**config.mk**
```make
export PLATFORM = sky130hd
export DESIGN_NAME = sram_stage_sequencer_flat
export DESIGN_NICKNAME = d
export VERILOG_FILES = /design/src/rtl/sram_stage_sequencer_pkg.sv /design/src/rtl/sram_stage_sequencer_if.sv /design/src/rtl/sram_stage_sequencer_sram_client_mux.sv /design/src/rtl/sram_stage_sequencer.sv /design/src/flat_wrapper.sv
export SDC_FILE = /design/constraint.sdc
export NUM_CORES = 1
export LEC_CHECK = 0
export BUFFER_PORTS_ARGS = -buffer_cell sky130_fd_sc_hd__buf_4
export CORE_UTILIZATION = 45
export CTS_CLUSTER_DIAMETER = 200
export CTS_CLUSTER_SIZE = 24
export DETAILED_ROUTE_END_ITERATION = 8
export PLACE_DENSITY = 0.81
export SLEW_MARGIN = 20
export SYNTH_ARGS = -nofsm -noshare
export SYNTH_HDL_FRONTEND = slang
export SYNTH_HIERARCHICAL = 1
export SYNTH_SLANG_ARGS = --single-unit
export TNS_END_PERCENT = 50
```
**constraint.sdc**
```tcl
create_clock -name CLOCK_50_I -period 2.27 [get_ports CLOCK_50_I]
set_input_delay 0.3405 -clock CLOCK_50_I [delete_from_list [all_inputs] [get_ports CLOCK_50_I]]
set_output_delay 0.3405 -clock CLOCK_50_I [all_outputs]
set_load 0.02 [all_outputs]
```
**src/rtl/sram_stage_sequencer_pkg.sv**
```systemverilog
// Shared types and constants for the SRAM ownership sequencer.
package sram_stage_sequencer_pkg;

    typedef enum logic [1:0] {
        S_IDLE,
        S_RUN,
        S_GAP,
        S_ERR
    } seq_state_type;

    localparam int DEF_ADDR_W = 18;
    localparam int DEF_DATA_W = 16;
    localparam int VGA_CLIENT = 0;

endpackage

```
**src/rtl/sram_stage_sequencer_if.sv**
```systemverilog
// Sequencer handshake plus client/SRAM bus bundle; master drives the requests, slave is the sequencer.
interface sram_stage_sequencer_if #(
    parameter int NUM_STAGES = 2,
    parameter int ADDR_W     = 18,
    parameter int DATA_W     = 16
);
    localparam int OWN_W = $clog2(NUM_STAGES + 1);

    logic                              go;
    logic                              abort;
    logic [NUM_STAGES-1:0]             stage_mask;
    logic [(NUM_STAGES+1)*ADDR_W-1:0]  cl_addr;
    logic [(NUM_STAGES+1)*DATA_W-1:0]  cl_wdata;
    logic [NUM_STAGES:0]               cl_we_n;
    logic [NUM_STAGES-1:0]             stage_end;
    logic [NUM_STAGES-1:0]             stage_start;
    logic [ADDR_W-1:0]                 SRAM_address;
    logic [DATA_W-1:0]                 SRAM_write_data;
    logic                              SRAM_we_n;
    logic [OWN_W-1:0]                  owner;
    logic                              busy;
    logic                              done;
    logic                              timeout_err;

    modport master (
        output go, abort, stage_mask, cl_addr, cl_wdata, cl_we_n, stage_end,
        input  stage_start, SRAM_address, SRAM_write_data, SRAM_we_n,
               owner, busy, done, timeout_err
    );

    modport slave (
        input  go, abort, stage_mask, cl_addr, cl_wdata, cl_we_n, stage_end,
        output stage_start, SRAM_address, SRAM_write_data, SRAM_we_n,
               owner, busy, done, timeout_err
    );

endinterface

```
**src/rtl/sram_stage_sequencer_sram_client_mux.sv**
```systemverilog
// Routes the owning client's slice to the SRAM port; idle/gap forcing hands the bus to VGA with writes blocked.
module sram_client_mux
    import sram_stage_sequencer_pkg::*;
#(
    parameter int NUM_CLIENTS = 3,
    parameter int ADDR_W      = DEF_ADDR_W,
    parameter int DATA_W      = DEF_DATA_W,
    parameter int OWN_W       = 2
) (
    input  logic [NUM_CLIENTS*ADDR_W-1:0] cl_addr,
    input  logic [NUM_CLIENTS*DATA_W-1:0] cl_wdata,
    input  logic [NUM_CLIENTS-1:0]        cl_we_n,
    input  logic [OWN_W-1:0]              owner,
    input  logic                          force_idle,
    output logic [ADDR_W-1:0]             SRAM_address,
    output logic [DATA_W-1:0]             SRAM_write_data,
    output logic                          SRAM_we_n
);

    logic [OWN_W-1:0] sel;

    always_comb begin
        sel = owner;
        if (force_idle || (int'(owner) >= NUM_CLIENTS)) begin
            sel = OWN_W'(VGA_CLIENT);
        end
        SRAM_address    = cl_addr[sel*ADDR_W +: ADDR_W];
        SRAM_write_data = cl_wdata[sel*DATA_W +: DATA_W];
        SRAM_we_n       = force_idle | cl_we_n[sel];
    end

endmodule

```
**src/rtl/sram_stage_sequencer.sv**
```systemverilog
// Runs the masked stage chain in order and hands SRAM ownership to the active stage.
//   state  | meaning
//   S_IDLE | VGA owns the bus, waiting for go
//   S_RUN  | one stage owns the bus, watchdog counting
//   S_GAP  | single no-write cycle between owners
//   S_ERR  | watchdog fired, held until go or abort
module sram_stage_sequencer
    import sram_stage_sequencer_pkg::*;
#(
    parameter int               NUM_STAGES    = 2,
    parameter int               ADDR_W        = DEF_ADDR_W,
    parameter int               DATA_W        = DEF_DATA_W,
    parameter int               TMR_W         = 26,
    parameter logic [TMR_W-1:0] STAGE_TIMEOUT = 26'd49999999
) (
    input logic                   CLOCK_50_I,
    input logic                   resetn,
    sram_stage_sequencer_if.slave bus
);

    localparam int               OWN_W   = $clog2(NUM_STAGES + 1);
    localparam logic [TMR_W-1:0] TO_LAST = STAGE_TIMEOUT - 1'b1;

    seq_state_type         state;
    logic [NUM_STAGES-1:0] mask_q;
    logic [NUM_STAGES-1:0] start_q;
    logic [OWN_W-1:0]      owner_q;
    logic [OWN_W-1:0]      cur_q;
    logic [TMR_W-1:0]      timer_q;
    logic                  done_q;
    logic                  err_q;
    logic [OWN_W-1:0]      launch_idle;
    logic [OWN_W-1:0]      launch_gap;
    logic                  end_hit;
    logic                  wd_hit;

    // Lowest set mask bit whose client number is above 'after'; 0 means none left.
    function automatic logic [OWN_W-1:0] next_client(input logic [NUM_STAGES-1:0] m,
                                                     input logic [OWN_W-1:0] after);
        logic [OWN_W-1:0] r;
        r = '0;
        for (int i = NUM_STAGES - 1; i >= 0; i--) begin
            if (m[i] && (OWN_W'(i + 1) > after)) begin
                r = OWN_W'(i + 1);
            end
        end
        return r;
    endfunction

    function automatic logic [NUM_STAGES-1:0] onehot(input logic [OWN_W-1:0] c);
        return NUM_STAGES'(1) << (c - 1'b1);
    endfunction

    assign launch_idle = next_client(bus.stage_mask, '0);
    assign launch_gap  = next_client(mask_q, cur_q);
    assign end_hit     = |(bus.stage_end & start_q);
    assign wd_hit      = (STAGE_TIMEOUT != '0) && (timer_q == TO_LAST);

    always_ff @(posedge CLOCK_50_I or negedge resetn) begin
        if (!resetn) begin
            state   <= S_IDLE;
            mask_q  <= '0;
            start_q <= '0;
            owner_q <= '0;
            cur_q   <= '0;
            timer_q <= '0;
            done_q  <= 1'b0;
            err_q   <= 1'b0;
        end else begin
            done_q <= 1'b0;
            if (bus.abort) begin
                state   <= S_IDLE;
                start_q <= '0;
                owner_q <= '0;
                timer_q <= '0;
                err_q   <= 1'b0;
            end else begin
                case (state)
                    S_IDLE, S_ERR: begin
                        if (bus.go) begin
                            mask_q <= bus.stage_mask;
                            err_q  <= 1'b0;
                            if (launch_idle != '0) begin
                                state   <= S_RUN;
                                owner_q <= launch_idle;
                                cur_q   <= launch_idle;
                                start_q <= onehot(launch_idle);
                                timer_q <= '0;
                            end else begin
                                state  <= S_IDLE;
                                done_q <= 1'b1;
                            end
                        end
                    end
                    S_RUN: begin
                        // Completion takes priority over a watchdog hit in the same cycle.
                        if (end_hit) begin
                            state   <= S_GAP;
                            start_q <= '0;
                            owner_q <= '0;
                            timer_q <= '0;
                        end else if (wd_hit) begin
                            state   <= S_ERR;
                            err_q   <= 1'b1;
                            start_q <= '0;
                            owner_q <= '0;
                        end else if (timer_q != '1) begin
                            timer_q <= timer_q + 1'b1;
                        end
                    end
                    S_GAP: begin
                        if (launch_gap != '0) begin
                            state   <= S_RUN;
                            owner_q <= launch_gap;
                            cur_q   <= launch_gap;
                            start_q <= onehot(launch_gap);
                            timer_q <= '0;
                        end else begin
                            state  <= S_IDLE;
                            done_q <= 1'b1;
                        end
                    end
                    default: state <= S_IDLE;
                endcase
            end
        end
    end

    sram_client_mux #(
        .NUM_CLIENTS (NUM_STAGES + 1),
        .ADDR_W      (ADDR_W),
        .DATA_W      (DATA_W),
        .OWN_W       (OWN_W)
    ) u_mux (
        .cl_addr         (bus.cl_addr),
        .cl_wdata        (bus.cl_wdata),
        .cl_we_n         (bus.cl_we_n),
        .owner           (owner_q),
        .force_idle      ((state == S_GAP) || (state == S_ERR)),
        .SRAM_address    (bus.SRAM_address),
        .SRAM_write_data (bus.SRAM_write_data),
        .SRAM_we_n       (bus.SRAM_we_n)
    );

    assign bus.stage_start = start_q;
    assign bus.owner       = owner_q;
    assign bus.busy        = (state == S_RUN) || (state == S_GAP);
    assign bus.done        = done_q;
    assign bus.timeout_err = err_q;

endmodule

```
**src/flat_wrapper.sv**
```systemverilog
// flat-port wrapper written by rule: the top's interface ports become plain ports
module sram_stage_sequencer_flat import sram_stage_sequencer_pkg::*;
#(
    parameter int               NUM_STAGES    = 2,
    parameter int               ADDR_W        = DEF_ADDR_W,
    parameter int               DATA_W        = DEF_DATA_W,
    parameter int               TMR_W         = 26,
    parameter logic [TMR_W-1:0] STAGE_TIMEOUT = 26'd49999999
)
  (CLOCK_50_I, resetn, bus_go, bus_abort, bus_stage_mask, bus_cl_addr, bus_cl_wdata, bus_cl_we_n, bus_stage_end, bus_stage_start, bus_SRAM_address, bus_SRAM_write_data, bus_SRAM_we_n, bus_owner, bus_busy, bus_done, bus_timeout_err);
  sram_stage_sequencer_if #(.NUM_STAGES(NUM_STAGES), .ADDR_W(ADDR_W), .DATA_W(DATA_W)) bus_i ();
  input logic CLOCK_50_I;
  input logic resetn;
  input wire logic [$bits(bus_i.go)-1:0] bus_go;
  input wire logic [$bits(bus_i.abort)-1:0] bus_abort;
  input wire logic [$bits(bus_i.stage_mask)-1:0] bus_stage_mask;
  input wire logic [$bits(bus_i.cl_addr)-1:0] bus_cl_addr;
  input wire logic [$bits(bus_i.cl_wdata)-1:0] bus_cl_wdata;
  input wire logic [$bits(bus_i.cl_we_n)-1:0] bus_cl_we_n;
  input wire logic [$bits(bus_i.stage_end)-1:0] bus_stage_end;
  output wire logic [$bits(bus_i.stage_start)-1:0] bus_stage_start;
  output wire logic [$bits(bus_i.SRAM_address)-1:0] bus_SRAM_address;
  output wire logic [$bits(bus_i.SRAM_write_data)-1:0] bus_SRAM_write_data;
  output wire logic [$bits(bus_i.SRAM_we_n)-1:0] bus_SRAM_we_n;
  output wire logic [$bits(bus_i.owner)-1:0] bus_owner;
  output wire logic [$bits(bus_i.busy)-1:0] bus_busy;
  output wire logic [$bits(bus_i.done)-1:0] bus_done;
  output wire logic [$bits(bus_i.timeout_err)-1:0] bus_timeout_err;
  assign bus_i.go = bus_go;
  assign bus_i.abort = bus_abort;
  assign bus_i.stage_mask = bus_stage_mask;
  assign bus_i.cl_addr = bus_cl_addr;
  assign bus_i.cl_wdata = bus_cl_wdata;
  assign bus_i.cl_we_n = bus_cl_we_n;
  assign bus_i.stage_end = bus_stage_end;
  assign bus_stage_start = bus_i.stage_start;
  assign bus_SRAM_address = bus_i.SRAM_address;
  assign bus_SRAM_write_data = bus_i.SRAM_write_data;
  assign bus_SRAM_we_n = bus_i.SRAM_we_n;
  assign bus_owner = bus_i.owner;
  assign bus_busy = bus_i.busy;
  assign bus_done = bus_i.done;
  assign bus_timeout_err = bus_i.timeout_err;
  sram_stage_sequencer #(.NUM_STAGES(NUM_STAGES), .ADDR_W(ADDR_W), .DATA_W(DATA_W), .TMR_W(TMR_W), .STAGE_TIMEOUT(STAGE_TIMEOUT)) u_core (.CLOCK_50_I(CLOCK_50_I), .resetn(resetn), .bus(bus_i));
endmodule
```
## After elaboration in Yosys (flattened, before gate mapping)

Index checks and enable logic that the tools add are counted.

| storage, ports and cells | value |
|---|---|
| register bits after elaboration | 38 |
| bits of input ports | 113 |
| output and inout port bits | 42 |
| logic and storage cells | 102 |

| cells by class | value |
|---|---|
| add/subtract/negate cells | 3 |
| multiply operators | 1 |
| magnitude comparators | 4 |
| equality and inequality tests | 16 |
| shift operators | 4 |
| mux-type cells | 45 |
| bitwise operators | 3 |
| reductions and logical operators | 18 |

Operators with widths:

| cell | number |
|---|---|
| 26-bit two-way mux | 7 |
| 26-bit case mux with 3 select lines | 1 |
| 54-bit by 8-bit variable part select with 18-bit output | 1 |
| 48-bit by 7-bit variable part select with 16-bit output | 1 |
| 2-bit two-way mux | 19 |
| 26-bit by 1-bit adder with 26-bit output (second input constant) | 1 |
| 26-bit equality test (second input constant) | 1 |
| 26-bit != test (second input constant) | 1 |
| 2-bit case mux with 3 select lines | 3 |
| 1-bit two-way mux | 11 |
| 5-bit AND reduction | 2 |
| 3-bit by 2-bit != test with 1-bit output (second input constant) | 3 |
| 4-bit by 2-bit != test with 1-bit output (second input constant) | 2 |
| 4-bit AND reduction | 2 |
| 2-bit by 4-bit multiplier with 6-bit output (second input constant) | 1 |
| 3-bit != test (second input constant) | 2 |
| 2-bit nonzero test | 3 |
| 2-bit equality test (second input constant) | 2 |
| 2-bit by 1-bit != test with 1-bit output (second input constant) | 2 |
| 4-bit by 3-bit != test with 1-bit output (second input constant) | 1 |
| 1-bit case mux with 2 select lines | 2 |
| 2-bit case mux with 2 select lines | 1 |
| 2-bit OR reduction | 2 |
| 1-bit by 2-bit << shifter with 2-bit output (first input constant) | 2 |
| 17 further kinds | 21 |

## Logic depth before layout (Yosys ltp)

| logic depth | value |
|---|---|
| depth after elaboration | 9 |
| depth in mapped cells | 11 |
| gate-level depth less buffers | 8 |

## Modules after synthesis

The synthesis kept the hierarchy.

Modules (own cells, without submodules):

| module | times used | cells an instance | area each (sq um) | sequential area each (sq um) |
|---|---|---|---|---|
| sram_stage_sequencer | 1 | 249 | 2479.9 | 950.9 |
| sram_client_mux | 1 | 207 | 1370.1 | 0.0 |

## Worst setup path after synthesis

OpenSTA, ideal clock, no wires.

| path | value |
|---|---|
| path type | register to output |
| start point | reg u_core.state[0] |
| end point | out bus_SRAM_address[10] |
| arrival time | 1929 ps |
| required time | 1929 ps |
| path slack | 0 ps |
| stages on the path, launching flop included | 10 |
| buffers on the path | 3 |
| cells stage by stage | dfrtp_1 > inv_1 > ha_1 > or2_2 > buf_2 > buf_4 > buf_2 > nor2_1 > a21oi_1 > o221a_2 |

| on the way | value |
|---|---|
| word-level cells in the longest chain between the ends | 6 |
| elaborated cells between the ends (all ways) | 7 |
| those cells by class | mul: 1; eq/ne: 2; shift: 1; mux: 1; reduce/logical: 2 |

Ends and longest elaborated chain:

| item | line | RTL |
|---|---|---|
| start, declared | sram_stage_sequencer.sv:24 | `seq_state_type state;` |
| start signal, assigned | sram_stage_sequencer.sv:61 | `state <= S_IDLE;` |
| start signal, assigned | sram_stage_sequencer.sv:72 | `state <= S_IDLE;` |
| start signal, assigned | sram_stage_sequencer.sv:84 | `state <= S_RUN;` |
| 2-bit equality test | sram_stage_sequencer.sv:139 | `.force_idle ((state == S_GAP) \|\| (state == S_ERR)),` |
| 1-bit logical OR * | sram_stage_sequencer.sv:139 |  |
| 1-bit logical OR * | sram_stage_sequencer_sram_client_mux.sv:24 | `if (force_idle \|\| (int'(owner) >= NUM_CLIENTS)) begin` |
| 2-bit two-way mux * | sram_stage_sequencer_sram_client_mux.sv:24 |  |
| 2-bit by 4-bit multiplier with 6-bit output * | sram_stage_sequencer_sram_client_mux.sv:27 | `SRAM_address = cl_addr[sel*ADDR_W +: ADDR_W];` |
| 54-bit by 8-bit variable part select with 18-bit output * | sram_stage_sequencer_sram_client_mux.sv:27 |  |
| end, declared | flat_wrapper.sv:22 | `output wire logic [$bits(bus_i.SRAM_address)-1:0] bus_SRAM_address;` |

Mark *: on every way between the ends. The rest lies on a longest branch, timed or not.

## Worst setup path after layout

| path | value |
|---|---|
| start point | reg u_core.state[1] |
| end point | out bus_SRAM_address[4] |

Same word-level chain as after synthesis.

==> run_summary.xml <==
<?xml version="1.0" encoding="UTF-8"?>
<metrics>
  <group name="synth">
    <metric name="syn-mean-instance-area" unit="sq um">8.44</metric>
    <metric name="yosys_register_bits" unit="">38</metric>
    <metric name="seq_area_frac_synth" unit="%">24.7</metric>
    <metric name="post-synth-top-area-fraction" unit="%">24.7</metric>
    <metric name="synth_top_flop_cell" unit="">sky130_fd_sc_hd__dfrtp_1</metric>
    <metric name="library_cells_used_by_synthesis" unit="">65</metric>
    <metric name="mappedNetlistArea" unit="sq um">3850</metric>
    <metric name="synth.most_common_cell" unit="">sky130_fd_sc_hd__nor2_1</metric>
    <metric name="top_post_synthesis_cells_by_count" unit="">sky130_fd_sc_hd__nor2_1 (76), sky130_fd_sc_hd__a21oi_1 (39), sky130_fd_sc_hd__dfrtp_1 (38)</metric>
    <metric name="synth_async_sr_flop_share" unit="%">100</metric>
    <metric name="synthesis.yosys.warnings" unit="">6</metric>
    <metric name="synthesis.instances" unit="">456</metric>
    <metric name="synthesis.nets" unit="">575</metric>
    <metric name="netlist_top_cells_area" unit="">sky130_fd_sc_hd__dfrtp_1 (25%), sky130_fd_sc_hd__o221a_2 (9.9%), sky130_fd_sc_hd__o32a_1 (8.8%), sky130_fd_sc_hd__nor2_1 (7.4%), sky130_fd_sc_hd__a21oi_1 (5.1%)</metric>
    <metric name="yosys.area.top_type" unit="">sky130_fd_sc_hd__dfrtp_1</metric>
    <metric name="synth_enable_flop_cells" unit="">0</metric>
  </group>
  <group name="grt">
    <metric name="grt_pass1_wl" unit="um">19000</metric>
    <metric name="grt_overflow_total" unit="">0</metric>
    <metric name="grt_antenna_before_repair" unit="">0</metric>
    <metric name="largest_net_degree_at_the_start_of_global_routing" unit="">51</metric>
    <metric name="grt_pass1_vias" unit="">3973</metric>
    <metric name="grt_use_total" unit="%">26.4</metric>
  </group>
  <group name="timing">
    <metric name="timing.final.ws_setup" unit="ns">-0.131</metric>
    <metric name="grt_setup_unrepaired" unit="">true</metric>
    <metric name="worst-slew-pin-transition" unit="ns">0.500</metric>
    <metric name="final.hold.worst_slack" unit="ns">0.00378</metric>
    <metric name="max_slew_margin" unit="%">66.4</metric>
    <metric name="final-max-slew-violation-count" unit="">0</metric>
    <metric name="finalWorstPathRequiredPeriod" unit="ns">2.40</metric>
    <metric name="min_period_over_period" unit="%">106</metric>
    <metric name="worst_clk_skew" unit="ns">0.0158</metric>
    <metric name="finalSetupTns" unit="ns">-3.02</metric>
    <metric name="max_clk_rate" unit="GHz">0.416</metric>
    <metric name="finalSetupViolations" unit="">34</metric>
    <metric name="report.final.hold_viol_count" unit="">0</metric>
  </group>
  <group name="floorplanning">
    <metric name="floorplan.die_area" unit="sq um">8930</metric>
    <metric name="die_x" unit="um">94.5</metric>
    <metric name="rows" unit="">33</metric>
    <metric name="die_h" unit="um">94.5</metric>
    <metric name="start_util" unit="%">46.6</metric>
    <metric name="ioPinCount" unit="">155</metric>
    <metric name="design.core.area" unit="sq um">8260</metric>
  </group>
  <group name="pwr">
    <metric name="total_power_draw" unit="mW">6.54</metric>
    <metric name="irDropWorstVdd" unit="mV">0.821</metric>
    <metric name="cellLeakagePower" unit="nW">2.37</metric>
    <metric name="power_density" unit="nW/um^2">1170</metric>
  </group>
  <group name="routing">
    <metric name="routedWlPerCell" unit="um">18.1</metric>
    <metric name="detail_route.first_pass.iterations" unit="">5</metric>
    <metric name="detailroute.via_count" unit="">4507</metric>
    <metric name="dr.first_iter.drc_count" unit="">280</metric>
    <metric name="routed_wirelength" unit="um">12900</metric>
    <metric name="drt.antenna.violating_nets" unit="">0</metric>
    <metric name="viasPerCell" unit="">6.30</metric>
    <metric name="drc_errors" unit="">0</metric>
  </group>
  <group name="critical_path">
    <metric name="crit_type" unit="">flip-flop to output pin</metric>
    <metric name="worst_setup_path_start_kind" unit="">flip-flop</metric>
    <metric name="timing.critical_path.to_type" unit="">output pin</metric>
    <metric name="max_stage_delay" unit="ns">0.45</metric>
    <metric name="r2r_setup_slack" unit="ns">0.09</metric>
    <metric name="cp_data_arrival_time" unit="ns">2.06</metric>
    <metric name="cpMaxStageDelayCell" unit="">sky130_fd_sc_hd__dfrtp_2</metric>
    <metric name="worst_path_dominant_cell_family" unit="">compound AO/OA/AOI/OAI gates</metric>
    <metric name="cp_max_fo" unit="">7</metric>
    <metric name="worst_ep_required_time" unit="ns">1.93</metric>
    <metric name="critical_path.n_buffers_inverters" unit="">2</metric>
    <metric name="worstPathCellList" unit="">ha_4 &gt; or2_4 &gt; clkbuf_16 &gt; o32a_1 &gt; o221a_2 &gt; buf_6</metric>
  </group>
  <group name="clocking">
    <metric name="clock_insertion_delay_worst_skew" unit="ns">0.30</metric>
    <metric name="cts_buffer_depth" unit="">2</metric>
    <metric name="tritoncts" unit="">done</metric>
    <metric name="path_clk_slew" unit="ns">0.08</metric>
    <metric name="clockRootBuffer" unit="">sky130_fd_sc_hd__clkbuf_8</metric>
    <metric name="cts_sinks" unit="">38</metric>
    <metric name="clock_tree.htree_level_count" unit="">2</metric>
    <metric name="cts-buffers-inserted" unit="">5</metric>
  </group>
  <group name="place">
    <metric name="final_weighted_congestion_in_routability_driven_placement" unit="">0.888</metric>
    <metric name="portBuffers" unit="">154</metric>
    <metric name="placed_cells" unit="">700</metric>
    <metric name="dpl-instance-area" unit="sq um">5140</metric>
    <metric name="detailed_placement_wirelength_estimate" unit="um">8800</metric>
    <metric name="detailedPlace.worstSlack" unit="ns">0.0727</metric>
  </group>
  <group name="run_status">
    <metric name="outcome" unit="">complete, but fails checks</metric>
    <metric name="failed_checks" unit="">negative setup slack</metric>
  </group>
  <group name="finish">
    <metric name="area_growth" unit="%">45.5</metric>
    <metric name="fin_nets" unit="">728</metric>
    <metric name="antenna-diode-count" unit="">0</metric>
    <metric name="final.fill_count" unit="">648</metric>
    <metric name="final_area" unit="sq um">5600</metric>
    <metric name="layout.cells.non_filler" unit="">715</metric>
    <metric name="drive_gt1_share" unit="%">46.7</metric>
    <metric name="layout.core_utilization" unit="%">67.8</metric>
  </group>
  <group name="job">
    <metric name="timing.max_cap.violations" unit="">0</metric>
  </group>
  <group name="min_path">
    <metric name="hold_path.class" unit="">input pin to asynchronous set/reset pin</metric>
  </group>
</metrics>
cell families (layout without fill, tap and decap cells):
group,Yosys count,after routing,synth area share (%)
AO/OA/AOI/OAI,175,175,37.7
adder cells (fa/ha/maj),6,6,1.95
buffers and inverters,50,203,7.09
flip-flops,38,38,24.7
multiplexers,7,7,1.95
AND/OR/NAND/NOR,180,181,26.6
cell type report:
cell class / count / area (sq um) / area share (%)
clock buffer: 6 / 72.6 / 1.30
clock inverter: 2 / 13.8 / 0.246
inverter: 11 / 43.8 / 0.782
multi-input combinational: 369 / 2720 / 48.6
sequential: 38 / 955 / 17.0
tap: 105 / 131 / 2.35
timing repair buffer: 184 / 1660 / 29.7
timing repair:
item	4_1_cts	5_1_grt
hold buffers	0	0
resized for setup	29	36
gates cloned	1	6
buffers inserted	0	0
endpoints found under the setup margin	34	50
pin swaps	1	24
worst paths after layout:
check / start / end / cells past startpoint
min reg2reg: u_core/timer_q[21]$_DFFE_PN0P_ / u_core/timer_q[21]$_DFFE_PN0P_ / 1
max reg2reg: u_core/state[1]$_DFFE_PN0P_ / u_core/timer_q[9]$_DFFE_PN0P_ / 8
max in group asynchronous: resetn / u_core/bus.owner[0]$_DFFE_PN0P_ / 1
min: resetn / u_core/timer_q[7]$_DFFE_PN0P_ / 1
max: u_core/state[1]$_DFFE_PN0P_ / bus_SRAM_address[4] / 6
min in group CLOCK_50_I: bus_stage_mask[1] / u_core/mask_q[1]$_DFFE_PN0P_ / 2
state kept, by name, summed over array words and instances, names as in the netlist:
signal	cells
u_core/bus.owner	2
u_core/bus.timeout_err	1
u_core/timer_q	26
u_core/bus.done	1
u_core/state	2
u_core/bus.stage_start	2
u_core/mask_q	2
u_core/cur_q	2
worst reg2reg max path, cell delays in order, from the launching register on:
cell and delay, ns:
sky130_fd_sc_hd__dfrtp_2 0.45, sky130_fd_sc_hd__ha_4 0.19, sky130_fd_sc_hd__buf_4 0.16, sky130_fd_sc_hd__nor2b_4 0.13
sky130_fd_sc_hd__a22oi_4 0.18, sky130_fd_sc_hd__a31o_4 0.25, sky130_fd_sc_hd__nand4_4 0.19, sky130_fd_sc_hd__or4_1 0.44
sky130_fd_sc_hd__o21ai_1 0.12
cell usage in the layout (no fill, tap or decap), types with 9 or more instances in the layout:
master                     netlist  routed
sky130_fd_sc_hd__a21oi_1        39      36
sky130_fd_sc_hd__buf_4           4     138
sky130_fd_sc_hd__buf_6           7      36
sky130_fd_sc_hd__dfrtp_1        38      35
sky130_fd_sc_hd__inv_1          10       9
sky130_fd_sc_hd__nand2_1        28      28
sky130_fd_sc_hd__nand3_1        16      16
sky130_fd_sc_hd__nand4_1        11      11
sky130_fd_sc_hd__nor2_1         76      63
sky130_fd_sc_hd__nor2_2          1      14
sky130_fd_sc_hd__o211ai_1       12      12
sky130_fd_sc_hd__o21ai_0        13      13
sky130_fd_sc_hd__o221a_2        34      33
sky130_fd_sc_hd__o31ai_1        14      14
sky130_fd_sc_hd__o32a_1         34      34
layer usage:
layer | vias to the layer above | track usage [%] | share of wire (%)
li1 | 2125 | - | -
met1 | 2135 | 32.9 | 40
met2 | 219 | 44.1 | 49
met3 | 28 | 5.56 | 8.4
met4 | 0 | 10.9 | 2.9
met5 | - | 0 | 0
where the power goes:
group	internal, mW	switching [mW]
sequential	0.768	0.0883
clock	0.217	0.244
combinational	2.52	2.71
total	3.50	3.04
(Power assumes the default switching activity.)
